==> config.mk <==
export PLATFORM = sky130hd
export DESIGN_NAME = store_part_buffer
export DESIGN_NICKNAME = d
export VERILOG_FILES = /design/src/rtl/store_part_buffer.sv
export SDC_FILE = /design/constraint.sdc
export NUM_CORES = 1
export LEC_CHECK = 0
export CORE_UTILIZATION = 30
export CTS_CLUSTER_DIAMETER = 60
export CTS_CLUSTER_SIZE = 20
export DETAILED_ROUTE_END_ITERATION = 8
export PLACE_DENSITY_LB_ADDON = 0.2
export SYNTH_ARGS = -nofsm -noshare
export SYNTH_HDL_FRONTEND = slang
export SYNTH_SLANG_ARGS = --single-unit
==> constraint.sdc <==
create_clock -name clk -period 2.95 [get_ports clk]
set_clock_uncertainty 0.1 [all_clocks]
set_input_delay 0.4425 -clock clk [delete_from_list [all_inputs] [get_ports clk]]
set_output_delay 0.4425 -clock clk [all_outputs]
set_load 0.1 [all_outputs]
==> src/rtl/store_part_buffer.sv <==
// Store buffer between the M stage and memory: aligns store data onto byte
// lanes, flags misaligned/illegal stores and queues accepted stores in a FIFO.
module store_part_buffer #(
    parameter int ADDR_WIDTH = 32,
    parameter int DEPTH      = 4
) (
    input  logic                  clk,
    input  logic                  rst_n,
    input  logic                  MemWriteM,
    input  logic [2:0]            StoreSrcM,
    input  logic [ADDR_WIDTH-1:0] ALUResultM,
    input  logic [31:0]           WriteDataM,
    output logic                  StallStoreM,
    output logic                  StoreFaultM,
    output logic                  BufEmptyM,
    output logic                  MemWValid,
    input  logic                  MemWReady,
    output logic [ADDR_WIDTH-1:0] MemWAddr,
    output logic [31:0]           MemWData,
    output logic [3:0]            MemWStrb
);
    localparam int PTR_W = (DEPTH > 1) ? $clog2(DEPTH) : 1;
    localparam int CNT_W = $clog2(DEPTH + 1);
    localparam logic [CNT_W-1:0] FULL_CNT = CNT_W'(DEPTH);

    logic                  bad_store;
    logic                  enq;
    logic                  deq;
    logic [ADDR_WIDTH-3:0] ent_addr_d;
    logic [31:0]           ent_data_d;
    logic [3:0]            ent_strb_d;

    logic [PTR_W-1:0]      wr_ptr_q, wr_ptr_d;
    logic [PTR_W-1:0]      rd_ptr_q, rd_ptr_d;
    logic [CNT_W-1:0]      count_q, count_d;

    // Payload storage is not reset; it is only observed while MemWValid is high.
    logic [ADDR_WIDTH-3:0] ent_addr_q [DEPTH];
    logic [31:0]           ent_data_q [DEPTH];
    logic [3:0]            ent_strb_q [DEPTH];

    always_comb begin
        bad_store  = 1'b0;
        ent_addr_d = ALUResultM[ADDR_WIDTH-1:2];
        ent_data_d = WriteDataM;
        ent_strb_d = 4'b1111;
        case (StoreSrcM)
            3'b000: begin
                ent_data_d = {4{WriteDataM[7:0]}};
                ent_strb_d = 4'b0001 << ALUResultM[1:0];
            end
            3'b001: begin
                bad_store  = ALUResultM[0];
                ent_data_d = {2{WriteDataM[15:0]}};
                ent_strb_d = ALUResultM[1] ? 4'b1100 : 4'b0011;
            end
            3'b010:  bad_store = |ALUResultM[1:0];
            default: bad_store = 1'b1;
        endcase
    end

    // Stall and valid come from registered count only, so no M-stage input
    // reaches the memory port combinationally.
    assign StoreFaultM = MemWriteM & bad_store;
    assign StallStoreM = (count_q == FULL_CNT);
    assign MemWValid   = (count_q != '0);
    assign BufEmptyM   = (count_q == '0);
    assign enq         = MemWriteM & ~bad_store & ~StallStoreM;
    assign deq         = MemWValid & MemWReady;

    always_comb begin
        wr_ptr_d = enq ? wr_ptr_q + PTR_W'(1) : wr_ptr_q;
        rd_ptr_d = deq ? rd_ptr_q + PTR_W'(1) : rd_ptr_q;
        count_d  = count_q;
        case ({enq, deq})
            2'b10:   count_d = count_q + CNT_W'(1);
            2'b01:   count_d = count_q - CNT_W'(1);
            default: count_d = count_q;
        endcase
    end

    always_ff @(posedge clk or negedge rst_n) begin
        if (!rst_n) begin
            wr_ptr_q <= '0;
            rd_ptr_q <= '0;
            count_q  <= '0;
        end else begin
            wr_ptr_q <= wr_ptr_d;
            rd_ptr_q <= rd_ptr_d;
            count_q  <= count_d;
        end
    end

    always_ff @(posedge clk) begin
        if (enq) begin
            ent_addr_q[wr_ptr_q] <= ent_addr_d;
            ent_data_q[wr_ptr_q] <= ent_data_d;
            ent_strb_q[wr_ptr_q] <= ent_strb_d;
        end
    end

    assign MemWAddr = {ent_addr_q[rd_ptr_q], 2'b00};
    assign MemWData = ent_data_q[rd_ptr_q];
    assign MemWStrb = ent_strb_q[rd_ptr_q];

endmodule

# After elaboration in Yosys (flattened, before gate mapping)
# Memory sizes are Yosys's and may differ from the RTL's.
# Index checks and enable logic that the tools add are counted.
dict set report classes {
  n_eq_ne 5
  reduce_logical 5
  shift 1
  n_addsub 4
  mux 7
  bitwise 6
}
# op count
set op_table {}
lappend op_table {{$pmux W32 S2} 1}
lappend op_table {{$pmux W4 S2} 1}
lappend op_table {{$logic_not A3 Y1} 2}
lappend op_table {{$pmux W3 S2} 1}
lappend op_table {{$add A2 B1 Y2 const B} 2}
lappend op_table {{$and A1 B1 Y1} 4}
lappend op_table {{$mux W4} 1}
lappend op_table {{$shl A1 B2 Y4 const A} 1}
lappend op_table {{$add A3 B1 Y3 const B} 1}
lappend op_table {{$eq A3 B1 Y1 const B} 1}
lappend op_table {{$eq A3 B2 Y1 const B} 1}
lappend op_table {{$eq A3 B3 Y1 const B} 1}
lappend op_table {{$pmux W1 S3} 1}
lappend op_table {{$reduce_bool A3 Y1} 1}
lappend op_table {{$sub A3 B1 Y3 const B} 1}
lappend op_table {{$eq A2 B1 Y1 const B} 1}
lappend op_table {{$eq A2 B2 Y1 const B} 1}
lappend op_table {{$mux W1} 2}
lappend op_table {{$not A1 Y1} 2}
lappend op_table {{$reduce_bool A2 Y1} 1}
lappend op_table {{$reduce_or A2 Y1} 1}
dict set report word_totals {
  ff_bits 7
  memories 3
  input_bits 71
  ram_bits 264
  output_inout_bits 72
}
# name words word_bits rd rd_clocked_by_memory_dff wr line_no
set memory_table {}
lappend memory_table {ent_data_q 4 32 1 0 1 39} ;# logic [31:0] ent_data_q [DEPTH];
lappend memory_table {ent_addr_q 4 30 1 0 1 38} ;# logic [ADDR_WIDTH-3:0] ent_addr_q [DEPTH];
lappend memory_table {ent_strb_q 4 4 1 0 1 40} ;# logic [3:0] ent_strb_q [DEPTH];

# Depth between registers and ports, before layout
dict set report logic_depth {
  depth_word 7
  ltp_mapped 10
}

# Worst setup path before layout
# No wires, ideal clock.
dict set report synth_timing {
  path_type {reg2reg}
  start {register count_q[2]}
  end {memory ent_addr_q[2][0] (netlist name), enable pin}
  required_ns 2.419
  path_stages_with_launch 4
  n_path_buf 0
  slack_ns -0.296
  setup_ns 0.431
  t_arrival_ns 2.715
  cell_sequence {dfrtp_1 -> and3_4 -> nor4b_4 -> and2_1}
}
dict set report synth_between {
  elab_chain_len 5
}
# item line_no
set synth_rtl {}
lappend synth_rtl {{start: declaration} 35} ;# logic [CNT_W-1:0] count_q, count_d;
lappend synth_rtl {{start signal: assignment} 90} ;# count_q <= count_d;
lappend synth_rtl {{$eq A3 B3 Y1} 65} ;# assign StallStoreM = (count_q == FULL_CNT);
lappend synth_rtl {{net StallStoreM} 13} ;# output logic StallStoreM,
lappend synth_rtl {{$not A1 Y1} 68} ;# assign enq = MemWriteM & ~bad_store & ~StallStoreM;
lappend synth_rtl {{$and A1 B1 Y1} 68}
lappend synth_rtl {{$mux W1} 95} ;# if (enq) begin
lappend synth_rtl {{$mux W1 (not written as such)} 96} ;# ent_addr_q[wr_ptr_q] <= ent_addr_d;
lappend synth_rtl {{end: declaration} 38}
# The timed path passes the listed nets, and every way through them passes these cells.

# Final worst setup path
dict set report layout_timing {
  start {register rd_ptr_q[0]}
  end {output MemWAddr[15]}
}
dict set report layout_between {
  elab_chain_len 1
}
# item line_no
set layout_rtl {}
lappend layout_rtl {{start: declaration} 34} ;# logic [PTR_W-1:0] rd_ptr_q, rd_ptr_d;
lappend layout_rtl {{start signal: assignment} 89} ;# rd_ptr_q <= rd_ptr_d;
lappend layout_rtl {{$mem_v2 Z4 W30} n/a}
lappend layout_rtl {{end: declaration} 18} ;# output logic [ADDR_WIDTH-1:0] MemWAddr,
# No other way between the ends.

==> flow_summary.yaml <==
route:
  antenna_left: 0
  remaining_drc_errors: 0
  vias_per_cell: 4.61
  routed_wl_microns: 22300
  via_count: 4964
  drtPass1Iterations: 4
  drtIter0Drc: 377
  wl_per_cell_microns: 20.7
yosys:
  synth_edf_count: 264
  synth_top_area_cell: "edfxtp_1"
  ys_ff_latch: 271
  async_flop_share: 0.0258
  synth.most_common_cell: "edfxtp_1"
  ys_warn_count: 0
  yosys.cell_types.count: 31
  yosysSeqAreaShare: 0.781
  synth_top_area_frac: 0.764
  syn_avg_cell_area_sq_um: 23.5
  synth_area_leaders: "edfxtp_1 (76%), mux4_2 (14%), mux2_2 (1.7%)"
  yosys-top-cells-count: "edfxtp_1 (264), mux4_2 (66), mux2_2 (16)"
  netlist_instances: 442
  syn-cell-area_sq_um: 10400
  synth_flop_cell: "edfxtp_1"
sta:
  hold_viol: 0
  max_freq_mhz: 357
  final_max_slew_viol_count: 0
  finalCritPeriodShare: 0.951
  setup_violations: 0
  worstMarginPinSlew_ns: 0.597
  rsz0062_at_grt: "false"
  finalSetupTns_ns: 0
  min_period_ns: 2.80
  slew_headroom: 0.598
worst_setup_path:
  worstPathMaxFanout: 18
  crit_slowest_cell: "dfrtp_4"
  cp.required_ns: 2.41
  slowest_delay_ns: 0.65
  path_buf_inv: 2
  crit_family: "flip-flops"
  crit_type: "reg2out"
  crit_chain: "buf_12, mux4_2, buf_4"
  start_kind: "flop"
  crit_arrival_ns: 2.26
  cp-end-kind: "output pin"
cts:
  clock-sinks: 271
  cts_tree: "done"
  post_cts_buffers: 0
  cts_buffer_depth: 3
  path_clk_slew_ns: 0.07
  cts_hold_buf: 0
  worstSkewPairLatency_ns: 0.52
  cts_resized: 0
  cts_root_buffer: "clkbuf_16"
  htreeDepth: 1
  numCtsBuffers: 25
cells_and_area:
  multiInputGateArea_sq_um: 2140
  layout-drive-gt1-share: 0.364
  final_area_sq_um: 13800
  fillers: 2994
  diodes: 0
  seqCellArea_sq_um: 8110
  area_growth_pct: 32.7
  final_util: 0.408
  finalNetCount: 688
floorplanning:
  io_pins: 143
  die_y_microns: 188
  row_count: 67
  initial_core_util: 0.307
  die_x_microns: 188
  placeableCoreArea_sq_um: 33800
  dieArea_sq_um: 35300
global_route:
  grt_max_degree: 45
  grt_pass1_vias: 5258
  antenna_found_initial: 0
  grt_pass1_wl_microns: 33500
  track_usage: 0.128
  grt.overflow.total: 0
run:
  max-cap-violations: 0
placed_design:
  place_area_sq_um: 12900
  dp_hpwl_microns: 14500
  portBuffers: 140
  gp_congestion: 0.734
min_path:
  hold_path_class: "in2async"
status:
  outcome: "finished clean"
==> sequential cells by signal (all words and copies together) (netlist names) <==
name and cells:
ent_strb_q 16, count_q 3, ent_data_q 128, rd_ptr_q 2, wr_ptr_q 2, ent_addr_q 120
==> placed cells by master, fill, tap and decap left out, types with 4 or more instances in the layout <==
| master | instances |
|---|---|
| edfxtp_1 | 264 |
| clkdlybuf4s50_1 | 70 |
| mux4_2 | 66 |
| buf_12 | 51 |
| buf_4 | 40 |
| clkbuf_16 | 25 |
| mux2_2 | 16 |
| nor2_1 | 11 |
| mux2i_1 | 9 |
| a21oi_1 | 9 |
| inv_1 | 7 |
| ha_1 | 5 |
| inv_6 | 5 |
| dfrtp_1 | 5 |
| o21ai_0 | 4 |
| and2_4 | 4 |
| clkinv_8 | 4 |
==> cell type report <==
type | instances | area share
flip-flops and latches | 271 | 0.589
multi-input cells | 144 | 0.155
repair buffers | 161 | 0.147
clock buffers | 25 | 0.0454
well taps | 448 | 0.0407
clock inverters | 20 | 0.0207
inverters | 8 | 0.00218
==> cells by family (layout without fill, tap and decap cells) <==
family | Yosys count | in the layout | synth area share
flip-flops | 271 | 271 | 0.781
multiplexers | 92 | 92 | 0.171
buffers and inverters | 28 | 214 | 0.0143
AND/OR/NAND/NOR | 24 | 24 | 0.0140
AO/OA/AOI/OAI | 14 | 14 | 0.00699
adder cells (fa/ha/maj) | 6 | 6 | 0.00796
XOR/XNOR | 6 | 6 | 0.00506
other | 1 | 2 | 0.000361
==> stage by stage <==
step	hold WS, ns	std cells	setup WS, ns
final	0.0854	1077	0.145
after global routing	0.0867	1077	0.0223
after CTS	0.0748	1077	0.0790
after detailed placement	0.395	1032	0.274
after global placement	0.376	1032	0.236
after floorplan	0.0469	443	0.405
==> final timing paths <==
path | startpoint | to | slack [ns] | cells after the start
max | rd_ptr_q[0] | MemWAddr[15] | 0.15 | 3
min | rst_n | wr_ptr_q[0] | 0.09 | 1
max reg2reg | count_q[0] | count_q[2] | 0.75 | 8
min reg2reg | count_q[2] | count_q[2] | 0.40 | 1
max in group asynchronous | rst_n | rd_ptr_q[0] | 2.38 | 1
min in group clk | count_q[2] | count_q[2] | 0.40 | 1
==> per-layer routing <==
| metal | share of wire | wire length (microns) | GRT usage |
|---|---|---|---|
| met5 | 0 | 0 | 0 |
| met4 | 0.021 | 464 | 0.0306 |
| met3 | 0.053 | 1190 | 0.0247 |
| met2 | 0.48 | 10600 | 0.208 |
| met1 | 0.45 | 10000 | 0.176 |
Power is left out: the tool's default activity adds up to more than one toggle a clock period on the data nets, which glitch-free logic cannot reach.
